## src/rtl/coloring_gen_if.sv

```systemverilog
// Request and output handshake bundle for coloring_gen.
// The master side is the pattern source plus sink; the slave side is the generator.
interface coloring_gen_if;
  logic       req_valid;
  logic [1:0] req_color;
  logic       req_ready;
  logic       out_valid;
  logic [1:0] out_color;
  logic       out_ready;

  modport master (
    output req_valid, req_color, out_ready,
    input  req_ready, out_valid, out_color
  );

  modport slave (
    input  req_valid, req_color, out_ready,
    output req_ready, out_valid, out_color
  );
endinterface

```

## src/rtl/coloring_gen.sv

```systemverilog
// Colour stream generator: emits requested colours, inserting one filler when a request breaks the rules.
// One-cycle latency through a single registered slot. Optional macro COLORGEN_BREAK_FILL_EN makes every filler 2'b11.
module coloring_gen #(
  parameter int CNT_W = 8
) (
  input  logic             clk,
  input  logic             rst_n,
  coloring_gen_if.slave    bus,
  output logic [CNT_W-1:0] filler_cnt
);

  typedef enum logic [1:0] {
    ST_INIT  = 2'd0,
    ST_RED   = 2'd1,
    ST_GREEN = 2'd2,
    ST_BLUE  = 2'd3
  } hist_e;

  localparam logic [1:0] C_RED   = 2'b00;
  localparam logic [1:0] C_GREEN = 2'b01;
  localparam logic [1:0] C_BLUE  = 2'b10;
  localparam logic [1:0] C_BREAK = 2'b11;

  hist_e            state_q, state_d;
  logic [1:0]       run_q, run_d;
  logic             out_valid_q, out_valid_d;
  logic [1:0]       out_color_q, out_color_d;
  logic [CNT_W-1:0] filler_cnt_q, filler_cnt_d;

  logic       slot_free;
  logic       legal;
  logic       load;
  logic [1:0] cur_color;
  logic [1:0] filler;
  logic [1:0] sym;

  always_comb begin
    cur_color = C_BREAK;
    case (state_q)
      ST_RED:   cur_color = C_RED;
      ST_GREEN: cur_color = C_GREEN;
      ST_BLUE:  cur_color = C_BLUE;
      default:  cur_color = C_BREAK;
    endcase
  end

  always_comb begin
    legal = 1'b1;
    if (bus.req_color != C_BREAK && state_q != ST_INIT) begin
      if (bus.req_color == cur_color && run_q == 2'd2)
        legal = 1'b0;
      else if (state_q == ST_RED && bus.req_color == C_GREEN)
        legal = 1'b0;
      else if (state_q == ST_GREEN && bus.req_color == C_RED)
        legal = 1'b0;
    end
  end

  // Blue never conflicts with a red/green history; only a saturated blue run needs a break.
  always_comb begin
`ifdef COLORGEN_BREAK_FILL_EN
    filler = C_BREAK;
`else
    filler = (state_q == ST_RED || state_q == ST_GREEN) ? C_BLUE : C_BREAK;
`endif
  end

  assign slot_free = !out_valid_q || bus.out_ready;
  assign load      = slot_free && bus.req_valid;
  assign sym       = legal ? bus.req_color : filler;

  always_comb begin
    state_d      = state_q;
    run_d        = run_q;
    out_valid_d  = out_valid_q;
    out_color_d  = out_color_q;
    filler_cnt_d = filler_cnt_q;
    if (load) begin
      out_valid_d = 1'b1;
      out_color_d = sym;
      if (!legal && filler_cnt_q != {CNT_W{1'b1}})
        filler_cnt_d = filler_cnt_q + 1'b1;
      if (sym == C_BREAK) begin
        state_d = ST_INIT;
        run_d   = 2'd0;
      end else if (state_q != ST_INIT && sym == cur_color) begin
        run_d = run_q + 2'd1;
      end else begin
        run_d = 2'd1;
        case (sym)
          C_RED:   state_d = ST_RED;
          C_GREEN: state_d = ST_GREEN;
          default: state_d = ST_BLUE;
        endcase
      end
    end else if (slot_free) begin
      out_valid_d = 1'b0;
    end
  end

  always_ff @(posedge clk or negedge rst_n) begin
    if (!rst_n) begin
      state_q      <= ST_INIT;
      run_q        <= 2'd0;
      out_valid_q  <= 1'b0;
      out_color_q  <= C_BREAK;
      filler_cnt_q <= '0;
    end else begin
      state_q      <= state_d;
      run_q        <= run_d;
      out_valid_q  <= out_valid_d;
      out_color_q  <= out_color_d;
      filler_cnt_q <= filler_cnt_d;
    end
  end

  // Gated by rst_n so nothing is handed over while the block is held in reset.
  assign bus.req_ready = rst_n && slot_free && bus.req_valid && legal;
  assign bus.out_valid = out_valid_q;
  assign bus.out_color = out_color_q;
  assign filler_cnt    = filler_cnt_q;

endmodule
```

## src/flat_wrapper.sv

```systemverilog
// flat-port wrapper written by rule: the top's interface ports become plain ports
module coloring_gen_flat 
#(
  parameter int CNT_W = 8
)
  (clk, rst_n, filler_cnt, bus_req_valid, bus_req_color, bus_out_ready, bus_req_ready, bus_out_valid, bus_out_color);
  coloring_gen_if bus_i ();
  input  logic clk;
  input  logic rst_n;
  output logic [CNT_W-1:0] filler_cnt;
  input wire logic [$bits(bus_i.req_valid)-1:0] bus_req_valid;
  input wire logic [$bits(bus_i.req_color)-1:0] bus_req_color;
  input wire logic [$bits(bus_i.out_ready)-1:0] bus_out_ready;
  output wire logic [$bits(bus_i.req_ready)-1:0] bus_req_ready;
  output wire logic [$bits(bus_i.out_valid)-1:0] bus_out_valid;
  output wire logic [$bits(bus_i.out_color)-1:0] bus_out_color;
  assign bus_i.req_valid = bus_req_valid;
  assign bus_i.req_color = bus_req_color;
  assign bus_i.out_ready = bus_out_ready;
  assign bus_req_ready = bus_i.req_ready;
  assign bus_out_valid = bus_i.out_valid;
  assign bus_out_color = bus_i.out_color;
  coloring_gen #(.CNT_W(CNT_W)) u_core (.clk(clk), .rst_n(rst_n), .bus(bus_i), .filler_cnt(filler_cnt));
endmodule
```

## config.mk

```make
export PLATFORM = sky130hd
export DESIGN_NAME = coloring_gen_flat
export DESIGN_NICKNAME = d
export VERILOG_FILES = /design/src/rtl/coloring_gen_if.sv /design/src/rtl/coloring_gen.sv /design/src/flat_wrapper.sv
export SDC_FILE = /design/constraint.sdc
export NUM_CORES = 1
export LEC_CHECK = 0
export CORE_MARGIN = 2
export CORE_UTILIZATION = 30
export CTS_BUF_LIST = sky130_fd_sc_hd__clkbuf_2
export DETAILED_ROUTE_END_ITERATION = 16
export PLACE_DENSITY_LB_ADDON = 0.25
export SKIP_LAST_GASP = 1
export SYNTH_ARGS = -nofsm -noshare
export SYNTH_HDL_FRONTEND = slang
export SYNTH_SLANG_ARGS = --single-unit
```

## constraint.sdc

```tcl
create_clock -name clk -period 4.87 [get_ports clk]
set_input_delay 0.974 -clock clk [delete_from_list [all_inputs] [get_ports clk]]
set_output_delay 0.974 -clock clk [all_outputs]
set_load 0.02 [all_outputs]
```

Yosys cells after proc, flatten, opt, wreduce, memory -nomap -nowiden
Index checks and enable logic that the tools add are counted.

Add/subtract/negate cells: 2. Eq/ne operators: 12. Muxes and demuxes: 14. Reduce and logical (&&, ||, !) cells: 20.

Operator list (number): $logic_and 1x1->1 (10); $mux 2 (5); $add 8x1->8 const B (1); $eq 2x2->1 const B (4); $ne 8x8->1 const B (1); $mux 1 (7); $eq 2x1->1 const B (3); $pmux 2 s3 (1); $eq 2x2->1 (2); $logic_not 2->1 (2); $pmux 2 s2 (1); $reduce_and 2->1 (2); $reduce_bool 2->1 (2); $add 2x1->2 const B (1); $logic_not 1->1 (2); $logic_or 1x1->1 (2); $ne 2x1->1 const B (1); $ne 2x2->1 const B (1).

Register bits after elaboration: 15. Logic and storage cells: 53.

Logic depth before layout (Yosys ltp)
Gate-level depths: netlist of the first run.

Word-level depth: 11. Mapped depth: 12. Depth with buffers taken out: 11.

Least setup slack after synthesis of the first run
No wires, ideal clock.

Kind: input-to-reg. Start: in bus_req_color[0]. End: reg u_core.state_q[0]. Library setup time: 0.125 ns. Data arrival time: 2.942 ns. Required time: 4.745 ns. Setup slack: 1.803 ns. Stages on the path: 10. Path through: mux2i_1 -> a211o_1 -> and2_4 -> buf_6 -> mux2i_1 -> inv_1 -> ha_1 -> o41a_1 -> o31ai_2 -> mux2_2.

Word-level cells in the longest chain between the ends: 11. Elaborated cells between the ends (all ways): 23. Classes of those cells: eq/ne (7); mux (8); reduce/logical (8).

RTL lines: start, declared (RTL line flat_wrapper.sv:12) `input wire logic [$bits(bus_i.req_color)-1:0] bus_req_color;`; $logic_not 2->1 (RTL line coloring_gen.sv:54) `else if (state_q == ST_GREEN && bus.req_color == C_RED)`; $logic_and 1x1->1 (RTL line coloring_gen.sv:54); $mux 1 (RTL line coloring_gen.sv:54); $mux 1 (RTL line coloring_gen.sv:52) `else if (state_q == ST_RED && bus.req_color == C_GREEN)`; $mux 1 (RTL line coloring_gen.sv:50) `if (bus.req_color == cur_color && run_q == 2'd2)`; $mux 1 (RTL line coloring_gen.sv:49) `if (bus.req_color != C_BREAK && state_q != ST_INIT) begin`; $mux 2 (*) (RTL line coloring_gen.sv:70) `assign sym = legal ? bus.req_color : filler;`; named net u_core.sym[0] (RTL line coloring_gen.sv:35) `logic [1:0] sym;`; $eq 2x1->1 (tied with other cells) (RTL line coloring_gen.sv:90) `case (sym)`; $pmux 2 s2 / $logic_and 1x1->1 (equally long branches) (RTL line coloring_gen.sv:90, coloring_gen.sv:86); $mux 2 / $ne 2x1->1 (equally long branches); $mux 2 / $reduce_and 2->1 (equally long branches); end signal, assigned (RTL line coloring_gen.sv:109) `state_q <= state_d;`; end, declared (RTL line coloring_gen.sv:24) `hist_e state_q, state_d;`.

The timed path passes the listed nets; every way through them passes the cells marked *. The select of a mux whose other input is x is not followed. A chain may end at the register's enable or synchronous reset.

Worst setup path in the final report of the first run
Start: in bus_req_color[0]. End: out bus_req_ready.

Word-level cells in the longest chain between the ends: 7. Elaborated cells between the ends (all ways): 13. Classes of those cells: eq/ne (3); mux (4); reduce/logical (6).

RTL lines: $logic_not 2->1 (RTL line coloring_gen.sv:54); $logic_and 1x1->1 (RTL line coloring_gen.sv:54); $mux 1 (RTL line coloring_gen.sv:54); $mux 1 (RTL line coloring_gen.sv:52); $mux 1 (RTL line coloring_gen.sv:50); $mux 1 (*) (RTL line coloring_gen.sv:49); $logic_and 1x1->1 (*) (RTL line coloring_gen.sv:118) `assign bus.req_ready = rst_n && slot_free && bus.req_valid && legal;`; end, declared (RTL line flat_wrapper.sv:14) `output wire logic [$bits(bus_i.req_ready)-1:0] bus_req_ready;`.

Mark *: on every way between the ends. The rest lies on a longest branch, timed or not.

==> flow_summary.yaml, run 1 <==
critical_path:
  required_ns: 3.90
  endpoint_kind: "primary output"
  worst-path-buf-inv: 2
  criticalPathCategory: "primary input to primary output"
  slowest_stage: "clkdlybuf4s50_1"
  cp_max_fo: 7
  arrival_ns: 2.90
  critical_path.most_common_cell: "clkdlybuf4s50_1"
  cp_slowest_stage_delay_ns: 0.59
  crit_family: "buffers and inverters"
  startpoint_type: "primary input"
  crit_chain: "clkdlybuf4s50_1, mux2i_1, a211o_1, and2_4, and3_2, clkdlybuf4s50_1"
  rrSetupSlack_ns: 1.87
floorplanning:
  ios: 18
  die_area_sq_mm: 0.00337
  die_w_microns: 58.0
  dieHeight_microns: 58.0
  coreArea_sq_mm: 0.00276
  start_util_pct: 31.8
  rows: 19
yosys:
  seq_area_frac_synth_pct: 43.1
  synth_seq_cells: 15
  synth.distinct_cells: 33
  synth.net_count: 96
  syn_inst: 84
  yosysWarnings: 0
  netlist_area_sq_um: 876
  syn_area_per_cell_sq_um: 10.4
clocking:
  tritoncts: "done"
  cts_made_buffers: 3
  holdBufCountCts: 0
  cts_resized: 0
  post-cts-setup-buffers: 0
  clk_pin_slew_ns: 0.14
  clock_sinks: 15
  clock_latency_ns: 0.27
  root_buffer: "clkbuf_2"
  htreeDepth: 1
  cts_buffer_depth: 2
timing:
  grt_setup_unrepaired: "false"
  relSlewSlack_pct: 61.6
  fin_setup_tns_ns: 0
  fin_crit_sh_pct: 79.5
  setup-violations-final: 0
  slew_violations: 0
  min_period_ns: 3.87
  max_freq_mhz: 258
  fin_skew_ns: 0.00239
  hold_violations: 0
  worstMarginPinSlew_ns: 0.577
route:
  route.met2.wl_microns: 821
  routedWlPerCell_microns: 13.0
  vias: 681
  dr_wl_met3_microns: 96
  firstDrtPassIters: 6
  wl_microns: 1760
  ant_nets: 0
  top_layer_used: "met3"
  viasPerCell: 5.04
  wl_met1_microns: 843
  drt-initial-drc-count: 14
  drc: 0
power_and_ir_drop:
  powerDensity_mw_per_mm2: 452
  leakage_nw: 0.485
  peakVddDrop_v: 0.000243
finish:
  fin_area_sq_mm: 0.00110
  fillers: 287
  fin_util_pct: 39.8
  layout-drive-gt1-share_pct: 12.5
  antenna_cells: 0
  layout_common_cells: "clkdlybuf4s50_1, dfrtp_1, nand2_1"
  final_common_cell: "clkdlybuf4s50_1"
  area_growth_pct: 25.3
  post_layout_nonfiller_instances: 135
  layout.nets: 117
global_route:
  overflow: 0
  grt_pass1_wl_microns: 3130
  grt_max_degree: 17
  grt_use_total_pct: 12.2
  antenna_found_initial: 0
  grt_pass1_vias: 663
place:
  place_hpwl_microns: 1370
  port-buffer-count: 17
  dpl_cell_area_sq_mm: 0.00108
  gp_congestion: 0.802
  place_inst: 131
run:
  maxCapViolations: 0
hold_path:
  hold_class: "flop to flop"
run_status:
  status: "complete, no violations"
-- cell families (layout without fill, tap and decap cells) --
family / Yosys count / in the layout / share of synthesized area [%]
compound gates: 13 / 13 / 11.1
xor+xnor: 8 / 8 / 8.00
fa+ha+maj: 6 / 6 / 8.57
buf+inv: 9 / 29 / 4.71
flops: 15 / 15 / 43.1
mux: 5 / 5 / 6.14
simple gates: 28 / 28 / 18.3
-- routing by layer --
metal,vias to the layer above,GRT usage (%)
met2,14,19.3
met1,323,16.0
met3,0,4.91
met5,-,0
li1,344,-
met4,0,1.99
-- registers in the layout (all words and copies together) (netlist names) --
name                  cells
u_core.bus.out_color      2
u_core.bus.out_valid      1
u_core.run_q              2
u_core.filler_cnt         8
u_core.state_q            2
-- cell type report --
class / instances / area [sq um] / share of cell area [%]
clock buffer: 4 / 20.0 / 1.82
inverter: 7 / 26.3 / 2.39
multi-input combinational: 60 / 457 / 41.6
sequential: 15 / 378 / 34.4
tap: 31 / 38.8 / 3.53
timing repair buffer: 18 / 178 / 16.2
-- power breakdown --
group,switching (mW),leakage (nW),internal [mW]
Combinational,0.134,0.281,0.113
Sequential,0.0302,0.188,0.159
Clock,0.0381,0.0166,0.0218
Total,0.202,0.485,0.294
-- worst paths after layout --
| path | from | end | depth (start not counted) |
|---|---|---|---|
| max | bus_req_color[0] | bus_req_ready | 6 |
| min | u_core.bus.out_color[0] | u_core.bus.out_color[0] | 2 |
| max reg2reg | u_core.state_q[0] | u_core.state_q[1] | 11 |
| min reg2reg | u_core.bus.out_color[0] | u_core.bus.out_color[0] | 2 |
| max in group asynchronous | rst_n | u_core.bus.out_color[0] | 2 |
| min in group asynchronous | rst_n | u_core.bus.out_valid | 2 |
-- through the flow --
stage	total power [mW]	setup slack (ns)	hold WS, ns
finish	0.496	0.996	0.485
detailed placement	0.438	1.00	0.472
floorplan	0.365	1.80	0.442
CTS	0.502	1.01	0.492
global route	0.550	0.922	0.511
global placement	0.429	1.06	0.461
-- tightest hold or removal path: stages, from the launching register on --
cell,delay [ns]
dfstp_2,0.39
nand2_1,0.04
o21ai_0,0.06
-- cell usage after synthesis --
| library cell | instances | area share (%) |
|---|---|---|
| buf_6 | 1 | 1.3 |
| o32ai_1 | 1 | 1.0 |
| nor3_1 | 1 | 0.57 |
| dfrtp_1 | 13 | 37 |
| a31oi_1 | 3 | 2.1 |
| mux2_2 | 3 | 3.9 |
| o31ai_2 | 1 | 1.4 |
| nand3_1 | 3 | 1.7 |
| a211o_1 | 1 | 1.0 |
| nand2b_1 | 2 | 1.4 |
| mux2i_1 | 2 | 2.3 |
| and2_1 | 1 | 0.71 |
| clkbuf_1 | 1 | 0.43 |
| inv_1 | 7 | 3.0 |
| nor4b_1 | 1 | 1.0 |
| o311ai_1 | 1 | 1.0 |
| xnor2_1 | 4 | 4.0 |
| a22o_1 | 1 | 1.0 |
| dfstp_2 | 2 | 6.0 |
| nand2_1 | 8 | 3.4 |
| nand4_1 | 3 | 2.1 |
| nor4_1 | 2 | 1.4 |
| and3_2 | 1 | 0.86 |
| a21oi_1 | 1 | 0.57 |
| and2_4 | 1 | 1.0 |
| ha_1 | 6 | 8.6 |
| and4_1 | 1 | 1.0 |
| xor2_1 | 4 | 4.0 |
| o21ai_0 | 3 | 1.7 |
| or4b_1 | 1 | 1.1 |
| nand4b_1 | 1 | 1.0 |
| nor2_1 | 2 | 0.86 |
| o41a_1 | 1 | 1.3 |
Power figures use the tool's default switching activity.
==> inputs of run 2 (changes only) <==
==> constraint.sdc (replaced) <==
create_clock -name clk -period 3.6 [get_ports clk]
set_input_delay 0.72 -clock clk [delete_from_list [all_inputs] [get_ports clk]]
set_output_delay 0.72 -clock clk [all_outputs]
set_load 0.02 [all_outputs]
==> run 2 against run 1 <==
Compared with the run above: combinational power rose by 34%; core utilization increased by 0.091 points; wire length increased by 0.51%; sequential power is 35% higher; non-clock buffer count did not move; via count increased by 5.4%; sequential share of layout area down 0.078 points; final area is 0.23% higher; sequential cell count unchanged; clock-buffer cell count fell by 1; worst setup slack worse by 0.74 ns; largest cell class unchanged.
==> flow_summary.yaml, run 2 (same netlist as run 1, synthesis figures left out) <==
finish:
  fillers: 291
  fin_util_pct: 39.9
  multi_input_area_sq_um: 457
  final_common_cell: "clkdlybuf4s50_1"
  post_layout_nonfiller_instances: 135
  antenna_cells: 0
  area_growth_pct: 25.6
  largest_reg_flops: 8
  layout.nets: 117
  layout_common_cells: "clkdlybuf4s50_1, dfrtp_1, nand2_1"
  layout-drive-gt1-share_pct: 12.5
  regArea_sq_um: 378
  fin_area_sq_mm: 0.00110
timing:
  hold_violations: 0
  grt_setup_unrepaired: "false"
  worstMarginPinSlew_ns: 0.588
  setup-violations-final: 0
  hold_slack_ns: 0.497
  min_period_ns: 3.35
  fin_setup_tns_ns: 0
  fin_skew_ns: 0.0187
  relSlewSlack_pct: 60.8
  slew_violations: 0
  setup_ws_ns: 0.253
  fin_crit_sh_pct: 93.0
  max_freq_mhz: 299
place:
  place_inst: 131
  place_hpwl_microns: 1340
  port-buffer-count: 17
  dpl_cell_area_sq_mm: 0.00108
  gp_congestion: 0.824
  dp_slack_ns: 0.105
hold_path:
  hold_start: "u_core.bus.out_color[0]"
  whs_path_depth: 2
  timing.hold.worst_endpoint: "u_core.bus.out_color[0]"
  hold_class: "flop to flop"
global_route:
  grt_use_total_pct: 12.3
  grt_max_degree: 16
  grt_pass1_vias: 710
  antenna_found_initial: 0
  grt_pass1_wl_microns: 3190
  overflow: 0
clocking:
  clk_pin_slew_ns: 0.15
  cts_made_buffers: 3
  clock_latency_ns: 0.31
  holdBufCountCts: 0
  tritoncts: "done"
  cts_buffer_depth: 2
  clock_sinks: 15
  htreeDepth: 1
  post-cts-setup-buffers: 0
  root_buffer: "clkbuf_2"
  cts_resized: 0
floorplanning:
  start_util_pct: 31.8
  coreArea_sq_mm: 0.00276
  die_area_sq_mm: 0.00337
  dieHeight_microns: 58.0
  rows: 19
  die_w_microns: 58.0
  ios: 18
critical_path:
  required_ns: 2.88
  slowest_stage: "clkdlybuf4s50_1"
  critical_path.most_common_cell: "clkdlybuf4s50_1"
  timing.rr.start: "u_core.state_q[0]"
  endpoint_kind: "primary output"
  ff2ff_path_depth: 11
  crit_family: "buffers and inverters"
  cp_slowest_stage_delay_ns: 0.59
  path_depth: 6
  startpoint_type: "primary input"
  arrival_ns: 2.63
  cp_max_fo: 7
  r2r_end: "u_core.state_q[0]"
  criticalPathCategory: "primary input to primary output"
  worst-path-buf-inv: 2
  rrSetupSlack_ns: 0.60
  crit_chain: "clkdlybuf4s50_1, mux2i_1, a211o_1, and2_4, and3_2, clkdlybuf4s50_1"
  crit_path_start: "bus_req_color[0]"
power_and_ir_drop:
  finalPower_mw: 0.673
  leakage_nw: 0.481
  powerDensity_mw_per_mm2: 612
  peakVddDrop_v: 0.000346
route:
  viasPerCell: 5.32
  vias: 718
  drc: 0
  firstDrtPassIters: 4
  routedWlPerCell_microns: 13.1
  ant_nets: 0
  drt-initial-drc-count: 24
  wl_microns: 1770
run_status:
  status: "complete, no violations"
run:
  maxCapViolations: 0
[run 2: tightest hold or removal path, cell delays in order, from the launching register on]
cell and delay (ns):
dfstp_2 0.40, nand2_1 0.04, o21ai_0 0.07
[run 2: cell type report]
cell class | count | area share (%)
inverter | 7 | 2.39
tap | 31 | 3.53
timing repair buffer | 18 | 16.2
sequential | 15 | 34.4
clock buffer | 3 | 1.37
multi-input combinational | 60 | 41.5
clock inverter | 1 | 0.683
[run 2: routing by layer]
metal	track usage, %	up-vias	wire, microns	part of all wire, %
met4	3.32	0	12	0.68
met2	19.8	26	811	46
met3	5.80	2	154	8.7
met1	14.7	350	791	45
met5	0	-	0	0
li1	-	340	-	-
[run 2: worst max path at each step]
stage / end / slack (ns)
4_1_cts: bus_req_ready / 0.25
6_report: bus_req_ready / 0.25
3_5_place_dp: u_core.state_q[0] / 0.11
5_1_grt: bus_req_ready / 0.16
3_3_place_gp: u_core.state_q[0] / 0.24
2_1_floorplan: u_core.state_q[0] / 0.79
[run 2: where the power goes]
group,leakage [nW],switching [mW],internal [mW]
registers,0.188,0.0402,0.215
logic,0.281,0.178,0.153
clock network,0.0126,0.0612,0.0259
==> inputs of run 3 (changes only) <==
--- a/config.mk
+++ b/config.mk
@@ -8,6 +8,7 @@
 export CORE_MARGIN = 2
 export CORE_UTILIZATION = 30
 export CTS_BUF_LIST = sky130_fd_sc_hd__clkbuf_2
+export CTS_CLUSTER_DIAMETER = 100
 export DETAILED_ROUTE_END_ITERATION = 16
 export PLACE_DENSITY_LB_ADDON = 0.25
 export SKIP_LAST_GASP = 1
==> results of run 3 <==
The final DEF is identical to that of run 2; final timing and power are the same.
